File: config.mk
export PLATFORM = sky130hd
export DESIGN_NAME = halt_ctl
export DESIGN_NICKNAME = d
export VERILOG_FILES = /design/src/rtl/halt_pkg.sv /design/src/rtl/sat_counter.sv /design/src/rtl/halt_ctl.sv
export SDC_FILE = /design/constraint.sdc
export NUM_CORES = 1
export LEC_CHECK = 0
export ABC_CLOCK_PERIOD_IN_PS = 2750
export CAP_MARGIN = 20
export CORE_MARGIN = 10
export CORE_UTILIZATION = 45
export CTS_BUF_LIST = sky130_fd_sc_hd__clkbuf_2 sky130_fd_sc_hd__clkbuf_4 sky130_fd_sc_hd__clkbuf_8
export CTS_CLUSTER_DIAMETER = 40
export CTS_CLUSTER_SIZE = 16
export DETAILED_ROUTE_END_ITERATION = 12
export HOLD_SLACK_MARGIN = 0.1
export PLACE_DENSITY = 0.66
export SLEW_MARGIN = 20
export SYNTH_ARGS = -nofsm -noshare
export SYNTH_HDL_FRONTEND = slang
export SYNTH_SLANG_ARGS = --single-unit
File: constraint.sdc
create_clock -name clk -period 2.75 [get_ports clk]
set_clock_uncertainty 0.1 [all_clocks]
set_input_delay 0.4125 -clock clk [delete_from_list [all_inputs] [get_ports clk]]
set_output_delay 0.4125 -clock clk [all_outputs]
set_load 0.03 [all_outputs]
File: src/rtl/halt_pkg.sv
// Shared types and widths for the halt controller slice.
package halt_pkg;

  // Counter widths
  localparam int unsigned RETIRED_W = 32;
  localparam int unsigned TIMEOUT_W = 16;
  localparam int unsigned SETTLE_W  = 8;
  localparam int unsigned REASON_W  = 2;

  // Halt sequencing states
  typedef enum logic [1:0] {
    RUN    = 2'd0,
    DRAIN  = 2'd1,
    SETTLE = 2'd2,
    HALTED = 2'd3
  } state_t;

  // Reason code reported at end of run
  typedef enum logic [REASON_W-1:0] {
    HR_NONE    = 2'b00,
    HR_SC      = 2'b01,
    HR_TIMEOUT = 2'b10,
    HR_EXT     = 2'b11
  } reason_t;

endpackage : halt_pkg

File: src/rtl/sat_counter.sv
// Saturating up-counter with synchronous clear and count enable.
module sat_counter #(
  parameter int unsigned W = 32
) (
  input  logic         clk,
  input  logic         rst_n,
  input  logic         clr,
  input  logic         en,
  output logic [W-1:0] count
);

  // Clear has priority; increment stops at all-ones
  always_ff @(posedge clk or negedge rst_n) begin
    if (!rst_n) begin
      count <= '0;
    end else if (clr) begin
      count <= '0;
    end else if (en && (count != '1)) begin
      count <= count + W'(1);
    end
  end

endmodule : sat_counter

File: src/rtl/halt_ctl.sv
// Halt sequencer: detects sc / external halt, freezes fetch, drains memory
// traffic, settles, then raises a sticky halt level for the clock block.
module halt_ctl
  import halt_pkg::*;
#(
  parameter int unsigned SETTLE_CYCLES = 2,
  parameter int unsigned DRAIN_TIMEOUT = 64,
  parameter int unsigned PC_W          = 32
) (
  input  logic                 clk,
  input  logic                 rst_n,
  input  logic                 retire_valid,
  input  logic                 retire_is_halt,
  input  logic [PC_W-1:0]      retire_pc,
  input  logic                 ext_halt_req,
  input  logic                 sb_empty,
  input  logic                 mem_busy,
  output logic                 freeze_fetch,
  output logic                 halt,
  output logic [REASON_W-1:0]  halt_reason,
  output logic [PC_W-1:0]      halt_pc,
  output logic [RETIRED_W-1:0] retired_count
);

  state_t              state_q, state_d;
  reason_t             reason_q, reason_d;
  logic [PC_W-1:0]     last_pc_q, last_pc_d;
  logic [PC_W-1:0]     halt_pc_q, halt_pc_d;
  logic [SETTLE_W-1:0] settle_q, settle_d;
  logic                freeze_q, freeze_d;
  logic                halt_q, halt_d;

  logic                 retire_cnt_en;
  logic                 timeout_clr;
  logic                 timeout_en;
  logic [TIMEOUT_W-1:0] timeout_cnt;
  logic                 mem_idle;

  // Memory side is quiet when the store buffer is empty and nothing is in flight
  assign mem_idle = sb_empty & ~mem_busy;

  // Retired-instruction count, only advanced while running
  sat_counter #(.W(RETIRED_W)) u_retired_cnt (
    .clk   (clk),
    .rst_n (rst_n),
    .clr   (1'b0),
    .en    (retire_cnt_en),
    .count (retired_count)
  );

  // Drain timeout: held at zero in RUN, advances every DRAIN cycle, frozen in SETTLE
  sat_counter #(.W(TIMEOUT_W)) u_timeout_cnt (
    .clk   (clk),
    .rst_n (rst_n),
    .clr   (timeout_clr),
    .en    (timeout_en),
    .count (timeout_cnt)
  );

  // Next-state and next-value logic
  always_comb begin
    state_d       = state_q;
    reason_d      = reason_q;
    last_pc_d     = last_pc_q;
    halt_pc_d     = halt_pc_q;
    settle_d      = settle_q;
    retire_cnt_en = 1'b0;
    timeout_clr   = 1'b0;
    timeout_en    = 1'b0;

    case (state_q)
      RUN: begin
        timeout_clr = 1'b1;
        if (retire_valid) begin
          retire_cnt_en = 1'b1;
          last_pc_d     = retire_pc;
        end
        // A retiring sc beats a simultaneous external request
        if (retire_valid && retire_is_halt) begin
          halt_pc_d = retire_pc;
          reason_d  = HR_SC;
          state_d   = DRAIN;
        end else if (ext_halt_req) begin
          halt_pc_d = last_pc_q;
          reason_d  = HR_EXT;
          state_d   = DRAIN;
        end
      end

      DRAIN: begin
        // Retires seen here are squashed younger instructions: ignored
        timeout_en = 1'b1;
        if (mem_idle) begin
          settle_d = SETTLE_W'(SETTLE_CYCLES);
          state_d  = SETTLE;
        end else if (timeout_cnt == TIMEOUT_W'(DRAIN_TIMEOUT - 1)) begin
          reason_d = HR_TIMEOUT;
          state_d  = HALTED;
        end
      end

      SETTLE: begin
        // A late store sends us back to DRAIN with the timeout still running
        if (!mem_idle) begin
          state_d = DRAIN;
        end else if (settle_q == SETTLE_W'(1)) begin
          settle_d = settle_q - SETTLE_W'(1);
          state_d  = HALTED;
        end else begin
          settle_d = settle_q - SETTLE_W'(1);
        end
      end

      HALTED: begin
        // Terminal until reset
      end

      default: begin
        state_d = RUN;
      end
    endcase

    freeze_d = (state_d != RUN);
    halt_d   = (state_d == HALTED);
  end

  // State and output registers
  always_ff @(posedge clk or negedge rst_n) begin
    if (!rst_n) begin
      state_q   <= RUN;
      reason_q  <= HR_NONE;
      last_pc_q <= '0;
      halt_pc_q <= '0;
      settle_q  <= '0;
      freeze_q  <= 1'b0;
      halt_q    <= 1'b0;
    end else begin
      state_q   <= state_d;
      reason_q  <= reason_d;
      last_pc_q <= last_pc_d;
      halt_pc_q <= halt_pc_d;
      settle_q  <= settle_d;
      freeze_q  <= freeze_d;
      halt_q    <= halt_d;
    end
  end

  assign freeze_fetch = freeze_q;
  assign halt         = halt_q;
  assign halt_reason  = reason_q;
  assign halt_pc      = halt_pc_q;

endmodule : halt_ctl
; After elaboration in Yosys (flattened, before gate mapping)
; Index checks and enable logic that the tools add are counted.
[classes]
add_sub_neg = 3
n_eq_ne = 12
mux = 23
bitwise_logic = 2
reduce_logical = 13
[op_table]
columns = cell, n
row1 = 2-to-1 mux 32 bit, 2
row2 = "adder 32 x 1 -> 32 bit, second input constant", 1
row3 = 2-to-1 mux 16 bit, 2
row4 = "inequality test 32 bit, second input constant", 1
row5 = 2-to-1 mux 2 bit, 10
row6 = "adder 16 x 1 -> 16 bit, second input constant", 1
row7 = "equality test 16 x 6 -> 1 bit, second input constant", 1
row8 = 2-to-1 mux 8 bit, 2
row9 = "inequality test 16 bit, second input constant", 1
row10 = case mux 8 bit (2 select lines), 1
row11 = nonzero test 2 bit, 5
row12 = "equality test 8 x 1 -> 1 bit, second input constant", 1
row13 = "inequality test 2 bit, second input constant", 4
row14 = "subtractor 8 x 1 -> 8 bit, second input constant", 1
row15 = case mux 2 bit (3 select lines), 1
row16 = "equality test 2 bit, second input constant", 2
row17 = 2-to-1 mux 1 bit, 4
row18 = case mux 2 bit (2 select lines), 1
row19 = AND reduction 2 bit, 2
row20 = AND reduction 4 bit, 1
row21 = logical AND 1 bit, 3
row22 = "inequality test 3 bit, second input constant", 1
row23 = AND reduction 3 bit, 1
row24 = "equality test 2 x 1 -> 1 bit, second input constant", 1
row25 = 3 further kinds, 3
[word_totals]
register_bits = 126
in_bits = 39
output_inout_bits = 68
elab_cells = 62

; Depth between registers and ports, before layout
[logic_depth]
depth_word = 5
depth_mapped = 8
mapped_depth_nobuf = 6

; By module
; From an unflattened synthesis, not the netlist that was laid out.
[unflattened]
cells_unflattened = 589
area_unflattened_um2 = 6234.7
[modules_own_cells]
columns = mod, n_inst, cells_each, area_each_um2
row1 = halt_ctl, 1, 293, 3438.3
row2 = sat_counter (u_retired_cnt), 1, 198, 1854.3
row3 = sat_counter (u_timeout_cnt), 1, 98, 942.2

; Worst setup path before layout
; OpenSTA, ideal clock, no wires.
[synth_path]
kind = register to register
start = register u_retired_cnt.count[0]
end = register u_retired_cnt.count[1]
setup_time_ns = 0.125
arrival_time_ns = 2.131
t_required_ns = 2.525
path_slack_ns = 0.395
path_stages_with_launch = 7
n_path_buf = 0
period_less_slack_ns = 2.355
path_cell_list = dfrtp_1 ha_1 nand4_1 nor4_1 nand3_1 nand2_1 mux2_2
[synth_between]
elab_chain_len = 2
elab_cells_between_ends = 3
classes_between = add/sub (1) / eq/ne (1) / reduce/logical (1)
[synth_rtl]
columns = element, line
row1 = "start, declared", sat_counter.sv:9  ; output logic [W-1:0] count
row2 = "start signal, assigned", sat_counter.sv:19  ; count <= count + W'(1);
row3 = branches (longest 2 deep; another with adder 32 x 1 -> 32 bit), --
; Several ways; the timed one is not identified.
; A chain may end at the register's enable or synchronous reset.

; Worst setup path in the final report
[layout_path]
start = input retire_valid
end = register u_retired_cnt.count[23]
[layout_between]
elab_chain_len = 3
[layout_rtl]
columns = element, line
row1 = "start, declared", halt_ctl.sv:12  ; input logic retire_valid,
row2 = 2-to-1 mux 1 bit, halt_ctl.sv:74  ; if (retire_valid) begin
row3 = 2-to-1 mux 1 bit, halt_ctl.sv:71  ; case (state_q)
row4 = logical AND 1 bit, sat_counter.sv:18  ; end else if (en && (count != '1)) begin
; Every way passes these cells.

==> summary.txt <==
Synthesis
  • Post-synth design cell area: 5770 sq um
  • FFs w/ async S/R, synth: 100%
  • Syn Nets: 641
  • Syn_area_per_cell: 9.65 sq um
  • Syn Inst Count: 598
  • Yosys Warn Count: 0
  • Post-synthesis sequential area ratio: 54.6%
  • Post-synth top area share: 54.6%
  • Top post-synthesis cells by count: 160 x nand2_1, 126 x dfrtp_1, 46 x o21ai_0, 38 x mux2i_1, 30 x nor2_1
  • Post-synth EDFFs: 0
  • Synth Register Bits: approximately 130
  • Top post-synthesis cells by area: dfrtp_1 55%, nand2_1 10%, mux2i_1 6.6%
  • Top cell type by total area after synthesis: dfrtp_1
  • Synth unique cells: 45
  • Top-count cell post-synth: nand2_1
  • Top FF cell, synth: dfrtp_1

STA
  • Fin. max-slew vios: 0
  • Final period util: 84.1%
  • Min Tclk post-route: 2.31 ns
  • Actual slew at the worst max-slew pin: 0.631 ns
  • Worst relative slew slack: slightly below 60%
  • Fmax achieved: 432 MHz
  • Final setup violation count: 0
  • RSZ-0062 raised after global routing: no
  • Setup TNS: 0 ns
  • Final worst slack: 0.437 ns
  • Final Hold Fails: 0

Place
  • Routability cong.: slightly below 0.9
  • Pre-CTS WS: 0.00501 ns
  • Port Buffer Count: about 110
  • Detailed Place HPWL: 9980 um

Global routing
  • GRT overflow: 0
  • GR Util All Layers: 16.4%
  • Largest net degree at the start of global routing: 65
  • First-pass GRT wire length: between 20000 and 25000 um
  • Initial antenna violation count: 0
  • Vias in the first global route: 4713

Drt
  • Wire length per cell: 15.9 um
  • Drt first pass iters: 5
  • Routed Antenna Nets: 0
  • Final routed DRC violation total: 0
  • Metal2 WL: 6990 um
  • Top sig layer: met4
  • Vias/cell: roughly 5.2
  • M1 wire length: 6240 um
  • Post-Route WL: approximately 14000 um
  • DR iter-0 viols: 241
  • DR vias: 4669
  • Met3 routed wirelength: 883 um

Floorplanning
  • Die area: 17800 sq um
  • Row cnt: 41
  • Die W: about 130 um
  • Num ports: 107
  • Core Footprint: about 13000 sq um
  • Initial Utilization: 45.9%
  • DIE HEIGHT: about 130 um

CTS
  • Number of sinks on the clock net: between 100 and 150
  • Max clock buf depth: 2
  • CTS buffer count: 17
  • Skew-Pair Late Insertion Delay: 0.44 ns
  • Root Driver: clkbuf_8
  • H-tree levels: 4
  • Clk pin slew, worst setup/hold paths: 0.07 ns
  • CTS tree: yes

Critical path
  • CP Capture Type: flop
  • CP Launch Type: primary input
  • Slowest cell on the critical path: or4_4
  • Crit path cell chain: clkdlybuf4s50_1, or3b_1, or4_4, a31oi_2, buf_4, nand4_1, xnor2_1
  • Kind of critical path: in2reg
  • CP arrival: 2.54 ns
  • Slowest stage delay, CP: 0.56 ns
  • Max FO, Critical Path: 8
  • Worst EP required: 2.97 ns

Layout
  • Area delta synth->final: 30.3%
  • Number of nets in the layout: 758
  • Layout cells sized above 1: a little under 8%
  • N_diodes: 0
  • Filler Cell Count: approximately 1000

Run
  • MaxCap Viol Count: 0

Pwr
  • Pwr dens: roughly 900 nW/um^2
  • VDD IR max: ~0.64 mV
  • Leak: 3.51 nW

Status
  • Run status: complete, no violations

Worst hold path
  • HP Class: reg2reg
-- metrics by stage --
step	cells	power [mW]	util (%)	cell area, sq um	hold slack (ns)
6_report	900	6.77	59.9	7520	0.377
2_1_floorplan	598	4.19	-	5770	0.0169
4_1_cts	900	6.85	59.9	7520	0.380
5_1_grt	900	7.22	59.9	7520	0.392
3_5_place_dp	867	5.18	56.5	7100	0.342
3_3_place_gp	867	5.11	56.5	7100	0.331
-- power by group --
part	internal, mW	switching, mW
registers	2.39	0.357
clock network	0.919	0.728
logic	0.952	1.42
-- registers in the layout (all words and copies together) (netlist names) --
name                 cells
settle_q                 8
state_q                  2
halt                     1
halt_reason              2
u_timeout_cnt.count     16
last_pc_q               32
freeze_fetch             1
halt_pc                 32
u_retired_cnt.count     32
-- cells by family (layout without fill, tap and decap cells) --
group,after synthesis,count (layout),synth area share [%]
fa+ha+maj,4,4,0.867
mux,39,39,6.78
compound gates,74,74,7.26
flops,126,126,54.6
buf+inv,37,167,2.69
simple gates,280,280,22.0
xor+xnor,38,38,5.77
-- timing repair --
item | in CTS | in global routing
hold endpoints to repair | 37 | 0
resized for setup | 0 | 0
setup endpoints to repair | 0 | 0
buffers inserted | 0 | 0
hold buffers | 1 | 0
-- area by class of cell --
cell class	instances	area (sq um)	share of cell area (%)
well taps	172	215	2.86
flip-flops and latches	126	3150	41.9
multi-input cells	435	2480	33.0
repair buffers	124	1220	16.2
clock buffers	23	304	4.04
inverters	11	41.3	0.549
clock inverters	9	109	1.45
-- path summary, 6_finish.rpt --
path	cells past startpoint	slack [ns]	start	end
min in group asynchronous	2	0.40	rst_n	halt
max reg2reg	5	0.51	u_retired_cnt.count[8]	u_retired_cnt.count[22]
min reg2reg	2	0.38	last_pc_q[3]	last_pc_q[3]
max in group asynchronous	3	1.40	rst_n	halt_pc[28]
max	7	0.44	retire_valid	u_retired_cnt.count[23]
min	2	0.38	last_pc_q[3]	last_pc_q[3]
-- worst max-delay path: cells and delay by family --
| family | cells | cell delay (ns) |
|---|---|---|
| buffers and inverters | 2 | 0.69 |
| AOI/OAI and AO/OA | 1 | 0.19 |
| and+or+nand+nor | 3 | 1.09 |
| xor gates and xnor gates | 1 | 0.15 |
-- cell usage in the layout, fill, tap and decap left out, types with 6 or more instances in the layout --
cell type,netlist,final
clkbuf_8,0,21
nor3_1,9,9
inv_1,10,10
xnor2_1,25,25
mux2i_1,38,38
clkdlybuf4s50_1,0,105
a21oi_1,12,12
nand3_1,25,25
nand2_1,160,159
dfrtp_1,126,126
o21ai_0,46,46
xor2_1,13,13
buf_4,0,16
nor2_1,30,30
and3_1,7,7
nand4_1,16,16
nor4_1,6,6
-- layer usage --
layer  up-vias  track usage (%)
met3        25             5.75
met2       113             26.8
met1      2253             19.6
li1       2278                -
met4         0             5.80
met5         -                0
Note: power is estimated with default switching activity, not from simulation.
